===== src/rtl/pc_call_unit_if.sv =====
// Control strobes in, fetch address and status out, for the PC/call unit.
// Latency: none (wires only).
// Backpressure: none; stall is carried as a plain level.
interface pc_call_unit_if #(
    parameter int ADDR_W      = 8,
    parameter int STACK_DEPTH = 8
);
    localparam int SP_W = $clog2(STACK_DEPTH) + 1;

    logic              stall;
    logic              halt_req;
    logic              load_en;
    logic              call_en;
    logic              ret_en;
    logic [ADDR_W-1:0] load_addr;
    logic [ADDR_W-1:0] pc;
    logic [SP_W-1:0]   sp;
    logic              halted;
    logic              fault;
    logic [1:0]        fault_code;

    // Control/decode side: resolves the strobes and consumes the address.
    modport master (
        output stall, halt_req, load_en, call_en, ret_en, load_addr,
        input  pc, sp, halted, fault, fault_code
    );

    // The PC/call unit itself.
    modport slave (
        input  stall, halt_req, load_en, call_en, ret_en, load_addr,
        output pc, sp, halted, fault, fault_code
    );
endinterface


===== src/rtl/pc_call_unit.sv =====
// Program counter and fetch-address generator with return-address stack.
// Latency: new pc visible one clock after the edge that samples a strobe.
// Backpressure: stall holds pc, sp and stack; HALT/FAULT freeze until reset.
module pc_call_unit #(
    parameter int ADDR_W      = 8,
    parameter int STACK_DEPTH = 8
) (
    input  logic            clk,
    input  logic            rst_n,
    pc_call_unit_if.slave   bus
);
    localparam int SP_W  = $clog2(STACK_DEPTH) + 1;
    localparam int IDX_W = $clog2(STACK_DEPTH);

    typedef enum logic [1:0] {
        S_RUN   = 2'd0,
        S_HALT  = 2'd1,
        S_FAULT = 2'd2
    } state_t;

    state_t            state_q, state_d;
    logic [ADDR_W-1:0] pc_q, pc_d;
    logic [SP_W-1:0]   sp_q, sp_d;
    logic [1:0]        code_q, code_d;
    logic              push_we;
    logic [ADDR_W-1:0] pc_inc;
    logic [IDX_W-1:0]  push_idx;
    logic [IDX_W-1:0]  pop_idx;

    logic [ADDR_W-1:0] stack [STACK_DEPTH];

    // Incremented pc doubles as the return address; wraps naturally.
    assign pc_inc   = pc_q + ADDR_W'(1);
    assign push_idx = sp_q[IDX_W-1:0];
    assign pop_idx  = IDX_W'(sp_q - SP_W'(1));

    // State, pc, sp and latched fault code; reset abandons any in-flight op.
    always_ff @(posedge clk or negedge rst_n) begin
        if (!rst_n) begin
            state_q <= S_RUN;
            pc_q    <= '0;
            sp_q    <= '0;
            code_q  <= 2'b00;
        end else begin
            state_q <= state_d;
            pc_q    <= pc_d;
            sp_q    <= sp_d;
            code_q  <= code_d;
        end
    end

    // Stack RAM is never cleared; writes are suppressed while reset is held.
    always_ff @(posedge clk) begin
        if (push_we && rst_n) begin
            stack[push_idx] <= pc_inc;
        end
    end

    // Next state and datapath, in strobe priority order.
    always_comb begin
        state_d = state_q;
        pc_d    = pc_q;
        sp_d    = sp_q;
        code_d  = code_q;
        push_we = 1'b0;
        if (state_q == S_RUN) begin
            if (bus.halt_req) begin
                state_d = S_HALT;
            end else if (bus.stall) begin
                state_d = S_RUN;
            end else if (bus.ret_en) begin
                if (sp_q == '0) begin
                    state_d = S_FAULT;
                    code_d  = 2'b10;
                end else begin
                    pc_d = stack[pop_idx];
                    sp_d = sp_q - SP_W'(1);
                end
            end else if (bus.call_en) begin
                if (sp_q == SP_W'(STACK_DEPTH)) begin
                    state_d = S_FAULT;
                    code_d  = 2'b01;
                end else begin
                    push_we = 1'b1;
                    sp_d    = sp_q + SP_W'(1);
                    pc_d    = bus.load_addr;
                end
            end else if (bus.load_en) begin
                pc_d = bus.load_addr;
            end else begin
                pc_d = pc_inc;
            end
        end
    end

    // Outputs straight from registered state; no input-to-output path.
    always_comb begin
        bus.pc         = pc_q;
        bus.sp         = sp_q;
        bus.halted     = (state_q == S_HALT);
        bus.fault      = (state_q == S_FAULT);
        bus.fault_code = code_q;
    end
endmodule


===== src/flat_wrapper.sv =====
// flat-port wrapper written by rule: the top's interface ports become plain ports
module pc_call_unit_flat 
#(
    parameter int ADDR_W      = 8,
    parameter int STACK_DEPTH = 8
)
  (clk, rst_n, bus_stall, bus_halt_req, bus_load_en, bus_call_en, bus_ret_en, bus_load_addr, bus_pc, bus_sp, bus_halted, bus_fault, bus_fault_code);
  pc_call_unit_if #(.ADDR_W(ADDR_W), .STACK_DEPTH(STACK_DEPTH)) bus_i ();
  input  logic clk;
  input  logic rst_n;
  input wire logic [$bits(bus_i.stall)-1:0] bus_stall;
  input wire logic [$bits(bus_i.halt_req)-1:0] bus_halt_req;
  input wire logic [$bits(bus_i.load_en)-1:0] bus_load_en;
  input wire logic [$bits(bus_i.call_en)-1:0] bus_call_en;
  input wire logic [$bits(bus_i.ret_en)-1:0] bus_ret_en;
  input wire logic [$bits(bus_i.load_addr)-1:0] bus_load_addr;
  output wire logic [$bits(bus_i.pc)-1:0] bus_pc;
  output wire logic [$bits(bus_i.sp)-1:0] bus_sp;
  output wire logic [$bits(bus_i.halted)-1:0] bus_halted;
  output wire logic [$bits(bus_i.fault)-1:0] bus_fault;
  output wire logic [$bits(bus_i.fault_code)-1:0] bus_fault_code;
  assign bus_i.stall = bus_stall;
  assign bus_i.halt_req = bus_halt_req;
  assign bus_i.load_en = bus_load_en;
  assign bus_i.call_en = bus_call_en;
  assign bus_i.ret_en = bus_ret_en;
  assign bus_i.load_addr = bus_load_addr;
  assign bus_pc = bus_i.pc;
  assign bus_sp = bus_i.sp;
  assign bus_halted = bus_i.halted;
  assign bus_fault = bus_i.fault;
  assign bus_fault_code = bus_i.fault_code;
  pc_call_unit #(.ADDR_W(ADDR_W), .STACK_DEPTH(STACK_DEPTH)) u_core (.clk(clk), .rst_n(rst_n), .bus(bus_i));
endmodule

===== config.mk =====
export PLATFORM = sky130hd
export DESIGN_NAME = pc_call_unit_flat
export DESIGN_NICKNAME = d
export VERILOG_FILES = /design/src/rtl/pc_call_unit_if.sv /design/src/rtl/pc_call_unit.sv /design/src/flat_wrapper.sv
export SDC_FILE = /design/constraint.sdc
export NUM_CORES = 1
export LEC_CHECK = 0
export CAP_MARGIN = 30
export CORE_MARGIN = 1.5
export CORE_UTILIZATION = 40
export CTS_CLUSTER_DIAMETER = 30
export DETAILED_ROUTE_END_ITERATION = 12
export SLEW_MARGIN = 30
export SYNTH_ARGS = -nofsm -noshare
export SYNTH_HDL_FRONTEND = slang
export SYNTH_SLANG_ARGS = --single-unit

===== constraint.sdc =====
create_clock -name clk -period 5.9 [get_ports clk]
set_input_delay 1.77 -clock clk [delete_from_list [all_inputs] [get_ports clk]]
set_output_delay 1.77 -clock clk [all_outputs]
set_load 0.02 [all_outputs]

After elaboration in Yosys (flattened, before gate mapping):

Memories as Yosys holds them, arrays and structs flattened.
Cells that the tools add are included.

* flip-flop bits (word level): 16
* memories: 1
* output and inout port bits: 16
* RAM bits: 64
* input bits: 15

Memory list
* u_core.stack: words 8, width 8, rd ports 1, clocked after memory_dff 0, write ports 1, RTL line pc_call_unit.sv:30 `logic [ADDR_W-1:0] stack [STACK_DEPTH];`

* reduce and logical (&&, ||, !) cells: 11
* eq/ne operators: 8
* bitwise operators: 2
* add/subtract/negate cells: 3
* mux-type cells: 26

Operators with widths (number)
* $mux W8: 5
* $mux W2: 9
* $mux W4: 4
* $reduce_and A6 Y1: 2
* $add A8 B1 Y8 const B: 1
* $mux W1: 8
* $reduce_bool A4 Y1: 2
* $reduce_and A5 Y1: 1
* $add A4 B1 Y4 const B: 1
* $eq A4 B4 Y1 const B: 1
* $logic_not A4 Y1: 1
* $ne A2 B2 Y1 const B: 2
* $ne A4 B3 Y1 const B: 1
* $reduce_and A4 Y1: 1
* $reduce_bool A2 Y1: 2
* $sub A4 B1 Y4 const B: 1
* $ne A3 B3 Y1 const B: 1
* $eq A2 B1 Y1 const B: 1
* $eq A2 B2 Y1 const B: 1
* $logic_not A2 Y1: 1
* $ne A2 B1 Y1 const B: 1
* $not A1 Y1: 2
* $logic_and A1 B1 Y1: 1

Depth between registers and ports, before layout:

Gate-level depths: netlist of the first run.

* word-level depth: 10
* gate-level depth with buffers: 10
* depth with buffers taken out: 6

Worst setup path before layout of the first run:

Ideal clock, no wire load.

* kind: input to register
* start point: input bus_stall
* end point: memory u_core.stack[1][0], enable pin
* data required time: 5.517 ns
* arrival: 3.308 ns
* setup time: 0.383 ns
* stages: 5
* setup slack: 2.209 ns
* path buffers: 1
* path through: or4_1 buf_2 nor2_1 nand4_1 nor3_1

* longest elaborated chain between the ends: 6

RTL lines
* start, declared: RTL line flat_wrapper.sv:11 `input wire logic [$bits(bus_i.stall)-1:0] bus_stall;`
* $mux W1: RTL line pc_call_unit.sv:69 `end else if (bus.stall) begin`
* $mux W1: RTL line pc_call_unit.sv:67 `if (bus.halt_req) begin`
* $mux W1: RTL line pc_call_unit.sv:66 `if (state_q == S_RUN) begin`
* $logic_and A1 B1 Y1: RTL line pc_call_unit.sv:54 `if (push_we && rst_n) begin`
* $mux W1: RTL line pc_call_unit.sv:54
* $mux W1 (not written as such): RTL line pc_call_unit.sv:55 `stack[push_idx] <= pc_inc;`
* end, declared: RTL line pc_call_unit.sv:30

No other way between the ends.

Worst setup path after layout of the first run:

* start point: input bus_stall
* end point: memory u_core.stack[2][1], enable pin

The elaborated chain is that of the path after synthesis.

==> metrics.md, run 1 <==
| Metric | Value |
|---|---|
| TritonRoute pass-1 iters | `9` |
| Total power | `around 1.1 mW` |
| Ys Warns | `0` |
| Tcrit/Tclk final | `0.679` |
| Largest family of logic cells by synthesized area | `multiplexers` |
| Core footprint | `0.00881 mm2` |
| Critical path's slowest cell | `or4_1` |
| Power Density | `248 mW/mm2` |
| Netlist Area Pre-Place | `0.00365 mm2` |
| Root buffer cell | `clkbuf_8` |
| ANT nets after route | `0` |
| RSZ-0062 raised after global routing | `no` |
| Number of post-CTS setup repair buffers | `0` |
| Synth Area in Adders | `0.0137` |
| Post-synthesis simple-gate area fraction | `0.112` |
| Vias in the first global route | `2113` |
| Failing checks | `design-rule violations` |
| Fin nets | `302` |
| Layout cell share with drive strength beyond 1 | `0.153` |
| NetSw | `232 uW` |
| Int Power | `827 uW` |
| # H-tree levels | `3` |
| CP Capture Type | `flop` |
| Die W | `98.6 um` |
| Max Buffers Root-to-Sink | `2` |
| Yosys reg bits | `80` |
| Relative slew margins | `0.387` |
| Seq/Total Area, Yosys | `0.636` |
| Total global-route track usage | `0.174` |
| Comb pwr share | `0.050` |
| Post-DP HPWL | `5560 um` |
| Multiplexer share of the synthesized area | `0.116` |
| Avg WL per Cell | `19.7 um` |
| Sw frac | `0.219` |
| Ant diodes | `0` |
| Crit path max fanout | `8` |
| Clock sinks | `80` |
| Worst-Margin Slew | `0.912 ns` |
| Mapped Avg Cell Area | `about 15 um2` |
| # hold bufs at CTS | `0` |
| Final setup vio count | `0` |
| Inserted Clock Buffers | `9` |
| Worst skew pair latency | `between 0.3 and 0.4 ns` |
| Leak | `roughly 1.5 nW` |
| I/O Buffers | `30` |
| First-pass GRT wire length | `between 10000 and 15000 um` |
| Status | `complete, but fails checks` |
| Max Fclk | `250 MHz` |
| TNS Setup | `0 ns` |
| Largest net degree at the start of global routing | `34` |
| Most common cell after layout, fill and taps aside | `edfxtp_1` |
| Clock power frac | `0.373` |
| Mapped Cells | `248` |
| Dominant cells by area after synthesis | `edfxtp_1, dfrtp_1, mux4_2` |
| Synth Area in Compound Gates | `0.0671` |
| Worst VDD drop | `151 uV` |
| Total wire length | `approximately 7800 um` |
| Reg power frac | `0.577` |
| Yosys cell types | `43` |
| DRT iter0 DRCs | `134` |
| Area leader, netlist | `edfxtp_1` |
| Vias | `2196` |
| Net count after synthesis | `267` |
| Worst Skew | `just over 0.01 ns` |
| Critical Path Start Type | `primary input` |
| RePlAce Congestion | `approximately 0.83` |
| Post-synthesis xor/xnor area fraction | `0.0288` |
| Final hold viol count | `0` |
| Hold WC Path Type | `flop to flop` |
| Max cap viols | `0` |
| Critical path cell sequence | `clkdlybuf4s50_1, or4_1, nor2_1, nand4_1, nor2_1` |
| Drc violations | `6` |
| Clock-pin slew on the worst setup and hold paths | `0.07 ns` |
| Crit path largest cell delay | `0.67 ns` |
| Die H | `98.6 um` |
| Post_cts resized | `0` |
| Most frequent cells in the layout | `edfxtp_1, clkdlybuf4s50_1, nor2_1` |
| Yosys top cell area share | `0.526` |
| # rows | `34` |
| Initial Utilization | `0.415` |
| Fin crit period | `roughly 4.0 ns` |
| IO Count | `31` |
| Crit path arrival time | `3.98 ns` |
| Most frequent CP cell | `nor2_1` |
| Fin. max-slew vios | `0` |
| DR vias/cell | `5.56` |
| Initial antenna violation count | `0` |
| Worst setup path class | `primary input to flop` |
| CTS tree | `done` |
| GRT overflow | `0` |
| CP Data Required Time | `5.88 ns` |
| Die footprint | `0.00972 mm2` |
| Area delta synth->final | `16.8%` |
[stage by stage]
| stage | setup WS (ns) | instance area (um2) | util | cells | hold slack, ns |
|---|---|---|---|---|---|
| 2_1_floorplan | 2.21 | 3650 | - | 248 | 0.497 |
| 3_3_place_gp | 1.62 | 4070 | 0.463 | 380 | 0.507 |
| 3_5_place_dp | 1.57 | 4070 | 0.463 | 380 | 0.523 |
| 4_1_cts | 1.90 | 4270 | 0.485 | 395 | 0.538 |
| 5_1_grt | 1.81 | 4270 | 0.485 | 395 | 0.569 |
| 6_report | 1.90 | 4270 | 0.485 | 395 | 0.529 |
[power groups by stage]
stage / combinational [mW] / sequential, mW / clock (mW)
floorplan: 0.0258 / 0.625 / 0
global placement: 0.0541 / 0.624 / 0
detailed placement: 0.0542 / 0.624 / 0
CTS: 0.0543 / 0.611 / 0.404
global route: 0.0580 / 0.611 / 0.431
finish: 0.0533 / 0.611 / 0.394
[path summary, 6_finish.rpt]
kind / depth (start not counted) / slack [ns] / end / start
max: 5 / 1.90 / u_core.stack[2][1] / bus_stall
min: 2 / 0.53 / u_core.bus.fault_code[1] / u_core.bus.fault_code[1]
max reg2reg: 7 / 3.10 / u_core.bus.pc[6] / u_core.bus.sp[0]
min reg2reg: 2 / 0.53 / u_core.bus.fault_code[1] / u_core.bus.fault_code[1]
max in group asynchronous: 2 / 3.95 / u_core.bus.sp[1] / rst_n
min in group asynchronous: 2 / 1.75 / u_core.bus.fault_code[0] / rst_n
[state kept, by name, indices dropped and copies added (netlist names)]
signal,cells
u_core.stack,64
u_core.bus.fault_code,2
u_core.state_q,2
u_core.bus.sp,4
u_core.bus.pc,8
[cell type report]
class / count / area (um2)
clock buffer: 9 / 124
clock inverter: 6 / 70.1
fill: 757 / 4540
inverter: 12 / 45.0
multi-input combinational: 145 / 1230
sequential: 80 / 2320
tap: 108 / 135
timing repair buffer: 35 / 338
[per-layer routing]
layer	up-vias	wire, um	GRT usage
met5	-	0	0
met4	0	102	0.0571
met3	9	308	0.0418
met2	61	3570	0.259
met1	1095	3790	0.253
li1	1031	-	-
[cell usage after synthesis (all sizes together)]
cell type,n
a2111oi,2
a211oi,4
a21o,2
a21oi,4
a221oi,1
a31oi,2
and2,2
and3,5
and4b,1
buf,5
clkbuf,6
dfrtp,16
edfxtp,64
ha,4
inv,12
mux2,3
mux2i,3
mux4,16
nand2,7
nand2b,3
nand3,15
nand3b,2
nand4,6
nor2,20
nor2b,2
nor3,8
nor4,3
o211ai,2
o21ai,4
o221ai,2
o22a,2
o22ai,1
o311a,1
o311ai,1
o31a,1
or2,2
or4,1
or4b,1
xnor2,7
xor2,5
[worst max-delay path: cells and delay by family]
kind	cells	cell delay, ns
buffers and inverters	1	0.43
and+or+nand+nor	4	1.79
[cells by family (layout without fill, tap and decap cells)]
family | Yosys count | in the layout
adders and majority gates | 4 | 4
xor gates and xnor gates | 12 | 12
and+or+nand+nor | 78 | 78
DFF | 80 | 80
buffers and inverters | 23 | 62
muxes | 22 | 22
AOI/OAI and AO/OA | 29 | 29
No activity file was read; power rests on OpenSTA's default activity.
==> run 2: changes to the inputs <==
==> constraint.sdc (replaced) <==
create_clock -name clk -period 3.4 [get_ports clk]
set_input_delay 1.02 -clock clk [delete_from_list [all_inputs] [get_ports clk]]
set_output_delay 1.02 -clock clk [all_outputs]
set_load 0.02 [all_outputs]
==> run 2 against run 1 <==
The flow still finishes with violations (design-rule violations). Clock power up 61%. Wire length rose by 3.5%. Global-route usage grew 0.68 points. Cell count is 2.8% higher. Final area rose by 1.4%. Hold slack gained 0.0063 ns. Critical path type is now flop to output port. Largest power group unchanged. Highest routed layer unchanged.
==> metrics.md, run 2 (synthesis results as in run 1) <==
| Metric | Value |
|---|---|
| Relative slew margins | `0.394 (was 0.387)` |
| Max FFs per register | `64 (unchanged)` |
| # rows | `34 (unchanged)` |
| Top reg by flops | `u_core.stack (unchanged)` |
| TritonRoute pass-1 iters | `8 (was 9)` |
| Root buffer cell | `clkbuf_8 (unchanged)` |
| Die W | `98.6 um (unchanged)` |
| CTS tree | `done (unchanged)` |
| Tcrit/Tclk final | `0.809` |
| Drc violations | `6 (unchanged)` |
| Layout cell share with drive strength beyond 1 | `0.181 (was 0.153)` |
| Post-DP HPWL | `5800 um (was 5560 um)` |
| Design area | `0.00433 mm2 (was 0.00427 mm2)` |
| Cell family with most CP delay | `buffers and inverters (was simple AND/OR/NAND/NOR gates)` |
| Total global-route track usage | `0.180 (was 0.174)` |
| Area delta synth->final | `18.4% (was 16.8%)` |
| Max Fclk | `approximately 360 MHz` |
| Hold Path Cell Cnt | `2 (unchanged)` |
| Comb pwr share | `0.053 (was 0.050)` |
| Critical Path Start Type | `flop (was primary input)` |
| ANT nets after route | `0 (unchanged)` |
| Final hold viol count | `0 (unchanged)` |
| DR WL met3 | `543 um (was 308 um)` |
| CP Capture Type | `output port (was flop)` |
| Inserted Clock Buffers | `9 (unchanged)` |
| Fin nets | `312 (was 302)` |
| Total wire length | `8030 um (was 7770 um)` |
| First-pass GRT wire length | `13000 um (was 12300 um)` |
| Clock sinks | `80 (unchanged)` |
| Worst VDD drop | `191 uV (was 151 uV)` |
| Ant diodes | `0 (unchanged)` |
| Critical path cell sequence | `buf_4, clkdlybuf4s50_1 (was clkdlybuf4s50_1, or4_1, nor2_1, nand4_1, nor2_1)` |
| Worst setup path class | `flop to output port (was primary input to flop)` |
| Crit path buf inv count | `2 (was 1)` |
| Most frequent cells in the layout | `edfxtp_1, clkdlybuf4s50_1, nor2_1 (unchanged)` |
| IO Count | `31 (unchanged)` |
| Number of post-CTS setup repair buffers | `0 (unchanged)` |
| Final setup vio count | `0 (unchanged)` |
| Max Buffers Root-to-Sink | `2 (unchanged)` |
| Avg WL per Cell | `19.8 um (was 19.7 um)` |
| Area of the multi-input gates | `0.00123 mm2 (unchanged)` |
| Layout fillers | `744 (was 757)` |
| M1 WL | `3530 um (was 3790 um)` |
| GRT overflow | `0 (unchanged)` |
| Crit path max fanout | `20 (was 8)` |
| Core footprint | `0.00881 mm2 (unchanged)` |
| RePlAce Congestion | `0.847 (was 0.829)` |
| Fin. max-slew vios | `0 (unchanged)` |
| Die H | `98.6 um (unchanged)` |
| Status | `complete, but fails checks (unchanged)` |
| DR top layer | `met4 (unchanged)` |
| Crit path arrival time | `1.73 ns (was 3.98 ns)` |
| Core Util, Final | `0.491 (was 0.485)` |
| CP Depth | `2 (was 5)` |
| R2r setup slk | `0.79 ns (was 3.10 ns)` |
| Int Power | `1.37 mW (was 827 uW)` |
| Met2 wire len | `3820 um (was 3570 um)` |
| Placed cell area | `0.00415 mm2 (was 0.00407 mm2)` |
| # H-tree levels | `3 (unchanged)` |
| Post_cts resized | `0 (unchanged)` |
| Clock-pin slew on the worst setup and hold paths | `0.09 ns (was 0.07 ns)` |
| Post-Layout Cell Count | `406 (was 395)` |
| Hold WC Path Type | `flop to flop (unchanged)` |
| FF/Latch Area | `0.00232 mm2 (unchanged)` |
| NetSw | `424 uW (was 232 uW)` |
| Reg power frac | `0.592 (was 0.577)` |
| Reg2Reg Depth | `6 (was 7)` |
| Die footprint | `0.00972 mm2 (unchanged)` |
| Fin crit period | `2.75 ns` |
| TNS Setup | `0 ns (unchanged)` |
| DR vias/cell | `5.54 (was 5.56)` |
| Clock power frac | `0.355 (was 0.373)` |
| Worst skew pair latency | `0.36 ns (was 0.35 ns)` |
| DRT iter0 DRCs | `188 (was 134)` |
| Most common cell after layout, fill and taps aside | `edfxtp_1 (unchanged)` |
| RSZ-0062 raised after global routing | `no (unchanged)` |
| Vias in the first global route | `2304 (was 2113)` |
| Critical path's slowest cell | `clkdlybuf4s50_1 (was or4_1)` |
| Largest net degree at the start of global routing | `23 (was 34)` |
| Initial antenna violation count | `0 (unchanged)` |
| CP Data Required Time | `2.38 ns (was 5.88 ns)` |
| Failing checks | `design-rule violations (unchanged)` |
| Leak | `1.53 nW (was 1.50 nW)` |
| I/O Buffers | `30 (unchanged)` |
| Crit path largest cell delay | `0.68 ns (was 0.67 ns)` |
| Worst Skew | `0.0132 ns (was 0.0102 ns)` |
| Power Density | `414 mW/mm2 (was 248 mW/mm2)` |
| # hold bufs at CTS | `0 (unchanged)` |
| Sw frac | `0.237 (was 0.219)` |
| Max cap viols | `0 (unchanged)` |
| Worst-Margin Slew | `0.903 ns (was 0.912 ns)` |
| Vias | `2248 (was 2196)` |
| Initial Utilization | `0.415 (unchanged)` |
| Dpl cells | `390 (was 380)` |
==> run 2: cell types whose count changed in the layout (fill, tap and decap cells not counted) <==
| cell | previous run | this run |
|---|---|---|
| clkinvlp_4 | 0 | 2 |
| buf_4 | 5 | 15 |
| bufinv_16 | 1 | 0 |
| inv_6 | 1 | 2 |
| clkinv_2 | 1 | 0 |
| clkinv_1 | 0 | 1 |
| clkinv_4 | 3 | 2 |
==> run 2: stage by stage <==
stage / hold WS (ns) / worst slack (ns) / total power, mW
6_report: 0.535 / 0.648 / 1.79
2_1_floorplan: 0.497 / 0.459 / 1.13
3_5_place_dp: 0.513 / 0.342 / 1.18
3_3_place_gp: 0.508 / 0.318 / 1.18
5_1_grt: 0.591 / 0.507 / 1.84
4_1_cts: 0.535 / 0.604 / 1.81
==> run 2: per-layer routing <==
layer,track usage,vias up
met1,0.239,1091
met5,0,-
li1,-,1054
met4,0.0857,0
met2,0.286,89
met3,0.0383,14
==> run 2: path summary, 6_finish.rpt <==
path	from	endpoint
setup / recovery	u_core.bus.sp[0]	bus_sp[0]
hold / removal	u_core.bus.fault_code[0]	u_core.bus.fault_code[0]
min in group asynchronous	rst_n	u_core.bus.sp[0]
max in group asynchronous	rst_n	u_core.bus.pc[0]
setup reg to reg	u_core.bus.sp[1]	u_core.bus.pc[6]
hold reg to reg	u_core.bus.fault_code[0]	u_core.bus.fault_code[0]
==> run 2: worst min-delay path: stages, from the launching register on <==
cell     delay [ns]
dfrtp_1        0.38
inv_1          0.06
o22ai_1        0.06
==> run 2: layout make-up <==
class,instances,share of cell area
clock buffer,9,0.0286
clock inverter,7,0.0124
inverter,12,0.0104
multi-input combinational,145,0.285
sequential,80,0.537
tap,108,0.0312
timing repair buffer,45,0.0954
==> run 2: power by group through the flow <==
stage          Sequential [mW]  Combinational (mW)  Clock [mW]
2_1_floorplan             1.08              0.0448           0
3_3_place_gp              1.08              0.0956           0
3_5_place_dp              1.08              0.0957           0
4_1_cts                   1.06              0.0958       0.649
5_1_grt                   1.06               0.104       0.680
6_report                  1.06              0.0945       0.635
==> run 3: changes to the inputs <==
==> constraint.sdc (replaced) <==
create_clock -name clk -period 2.7 [get_ports clk]
set_input_delay 0.81 -clock clk [delete_from_list [all_inputs] [get_ports clk]]
set_output_delay 0.81 -clock clk [all_outputs]
set_load 0.02 [all_outputs]
==> run 3 against run 2 <==
The flow still finishes with violations (design-rule violations). Via count rose by 1.9%. Final area rose by 2.6%. Sequential share of layout area fell by 1.3 points. Critical path type is now primary input to flop. Highest routed layer unchanged.
==> metrics.md, run 3 (synthesis results as in run 1) <==
| Metric | Value |
|---|---|
| Status | `complete, but fails checks (unchanged)` |
| Failing checks | `design-rule violations (unchanged)` |
| Ant diodes | `0 (unchanged)` |
| Area delta synth->final | `21.5% (was 18.4%)` |
| Final hold viol count | `0 (unchanged)` |
| Clock power frac | `0.377 (was 0.355)` |
| Root buffer cell | `clkbuf_8 (unchanged)` |
| # H-tree levels | `3 (unchanged)` |
| Initial Utilization | `0.415 (unchanged)` |
| Vias in the first global route | `2336 (was 2304)` |
| Vias | `2290 (was 2248)` |
| Worst VDD drop | `262 uV (was 191 uV)` |
| Layout cell share with drive strength beyond 1 | `0.217 (was 0.181)` |
| Critical path's slowest cell | `or4_1 (was clkdlybuf4s50_1)` |
| I/O Buffers | `30 (unchanged)` |
| Clock-pin slew on the worst setup and hold paths | `0.08 ns (was 0.09 ns)` |
| Reg2Reg Depth | `7 (was 6)` |
| Crit path to | `u_core.stack[1][0] (was bus_sp[0])` |
| DR vias/cell | `5.49 (was 5.54)` |
| Critical Path Start Type | `primary input (was flop)` |
| Core footprint | `0.00881 mm2 (unchanged)` |
| Inserted Clock Buffers | `9 (unchanged)` |
| Clock sinks | `80 (unchanged)` |
| Top reg by flops | `u_core.stack (unchanged)` |
| First-pass GRT wire length | `13200 um (was 13000 um)` |
| Worst skew pair latency | `0.35 ns (was 0.36 ns)` |
| Post-DP HPWL | `5910 um (was 5800 um)` |
| R2r setup slk | `0.37 ns (was 0.79 ns)` |
| Worst Skew | `0.0115 ns (was 0.0132 ns)` |
| Worst setup path start | `bus_stall (was u_core.bus.sp[0])` |
| Total global-route track usage | `0.185 (was 0.180)` |
| CP Depth | `6 (was 2)` |
| Crit path arrival time | `2.63 ns (was 1.73 ns)` |
| Avg WL per Cell | `19.8 um (about the same)` |
| Min Hold Slack | `0.521 ns (was 0.535 ns)` |
| Crit path buf inv count | `2 (unchanged)` |
| # hold bufs at CTS | `0 (unchanged)` |
| Total wire length | `8260 um (was 8030 um)` |
| R2r startpoint | `u_core.bus.sp[1] (unchanged)` |
| Tcrit/Tclk final | `0.949` |
| Comb pwr share | `0.054 (was 0.053)` |
| Die footprint | `0.00972 mm2 (unchanged)` |
| Crit path max fanout | `8 (was 20)` |
| Number of post-CTS setup repair buffers | `0 (unchanged)` |
| Die W | `98.6 um (unchanged)` |
| NetSw | `531 uW (was 424 uW)` |
| Post_cts resized | `0 (unchanged)` |
| R2r endpoint | `u_core.bus.pc[6] (unchanged)` |
| RSZ-0062 raised after global routing | `no (unchanged)` |
| Worst-Margin Slew | `0.756 ns (was 0.903 ns)` |
| Crit path largest cell delay | `0.51 ns (was 0.68 ns)` |
| Final setup vio count | `0 (unchanged)` |
| Most frequent cells in the layout | `edfxtp_1, clkdlybuf4s50_1, buf_4 (was edfxtp_1, clkdlybuf4s50_1, nor2_1)` |
| Drc violations | `6 (unchanged)` |
| Max FFs per register | `64 (unchanged)` |
| Max cap viols | `0 (unchanged)` |
| Fin. max-slew vios | `0 (unchanged)` |
| Total power | `2.35 mW (was 1.79 mW)` |
| Max Buffers Root-to-Sink | `2 (unchanged)` |
| DRT iter0 DRCs | `136 (was 188)` |
| Max Fclk | `roughly 390 MHz` |
| Most common cell after layout, fill and taps aside | `edfxtp_1 (unchanged)` |
| IO Count | `31 (unchanged)` |
| Reg power frac | `0.569 (was 0.592)` |
| Die H | `98.6 um (unchanged)` |
| Fin nets | `323 (was 312)` |
| CP Data Required Time | `2.76 ns (was 2.38 ns)` |
| Worst setup path class | `primary input to flop (was flop to output port)` |
| TNS Setup | `0 ns (unchanged)` |
| TritonRoute pass-1 iters | `8 (unchanged)` |
| RePlAce Congestion | `0.786 (was 0.847)` |
| Largest net degree at the start of global routing | `25 (was 23)` |
| Leak | `1.59 nW (was 1.53 nW)` |
| Fin crit period | `between 2 and 3 ns` |
| Hold WC Path Type | `flop to flop (unchanged)` |
| # rows | `34 (unchanged)` |
| Initial antenna violation count | `0 (unchanged)` |
| CP Capture Type | `flop (was output port)` |
| Power Density | `529 mW/mm2 (was 414 mW/mm2)` |
| GRT overflow | `0 (unchanged)` |
| CTS tree | `done (unchanged)` |
| Cell family with most CP delay | `simple AND/OR/NAND/NOR gates (was buffers and inverters)` |
| Critical path cell sequence | `clkdlybuf4s50_1, or4_1, nor2_1, nand4_1, nor3_2, buf_4 (was buf_4, clkdlybuf4s50_1)` |
| Int Power | `1.82 mW (was 1.37 mW)` |
| ANT nets after route | `0 (unchanged)` |
| Relative slew margins | `0.492 (was 0.394)` |
| Sw frac | `0.226 (was 0.237)` |
-- run 3: changes by cell type in the layout (fill, tap and decap cells not counted) --
cell | before | now
bufinv_16 | 0 | 1
clkinv_1 | 1 | 0
clkinv_4 | 2 | 0
nor3_2 | 0 | 2
buf_4 | 15 | 26
clkbuf_1 | 0 | 1
clkinvlp_4 | 2 | 4
inv_6 | 2 | 1
nor3_1 | 8 | 6
-- run 3: layout make-up --
class	count	area, um2
clock buffer	10	128
tap	108	135
fill	749	4370
clock inverter	6	68.8
timing repair buffer	56	495
sequential	80	2320
inverter	12	45.0
multi-input combinational	145	1240
-- run 3: worst register-to-register path, cell delays in order (launching register included) --
cell and delay [ns]:
dfrtp_1 0.55, inv_1 0.18, ha_1 0.31, buf_4 0.24, mux4_2 0.35, and3_1 0.20, a31oi_1 0.21, o221ai_1 0.15
-- run 3: worst min-delay path by stage --
stage | from | to | slack, ns | cells past startpoint
floorplan | u_core.state_q[0] | u_core.state_q[0] | 0.50 | 1
global placement | u_core.bus.fault_code[1] | u_core.bus.fault_code[1] | 0.51 | 2
detailed placement | u_core.bus.fault_code[1] | u_core.bus.fault_code[1] | 0.51 | 2
CTS | u_core.bus.fault_code[1] | u_core.bus.fault_code[1] | 0.53 | 2
global route | u_core.bus.fault_code[1] | u_core.bus.fault_code[1] | 0.55 | 2
finish | u_core.bus.fault_code[1] | u_core.bus.fault_code[1] | 0.52 | 2
-- run 3: power by group through the flow --
stage | combinational (mW) | clock (mW) | sequential [mW]
final | 0.127 | 0.885 | 1.34
after global routing | 0.140 | 0.949 | 1.34
after CTS | 0.129 | 0.900 | 1.33
after detailed placement | 0.129 | 0 | 1.36
after global placement | 0.128 | 0 | 1.36
after floorplan | 0.0564 | 0 | 1.36
-- run 3: per-layer routing --
layer / track usage / wire length (um) / up-vias
met3: 0.0376 / 519 / 9
met1: 0.275 / 4030 / 1123
met4: 0.0769 / 134 / 0
li1: - / - / 1073
met2: 0.265 / 3570 / 85
met5: 0 / 0 / -
-- run 3: metrics by stage --
step	instances	instance area, um2	worst slack, ns	utilization
after floorplan	248	3660	0.0117	-
after global placement	401	4240	-0.155	0.482
after detailed placement	401	4240	-0.185	0.482
after CTS	417	4440	0.126	0.504
after global routing	417	4440	0.0372	0.504
final	417	4440	0.138	0.504
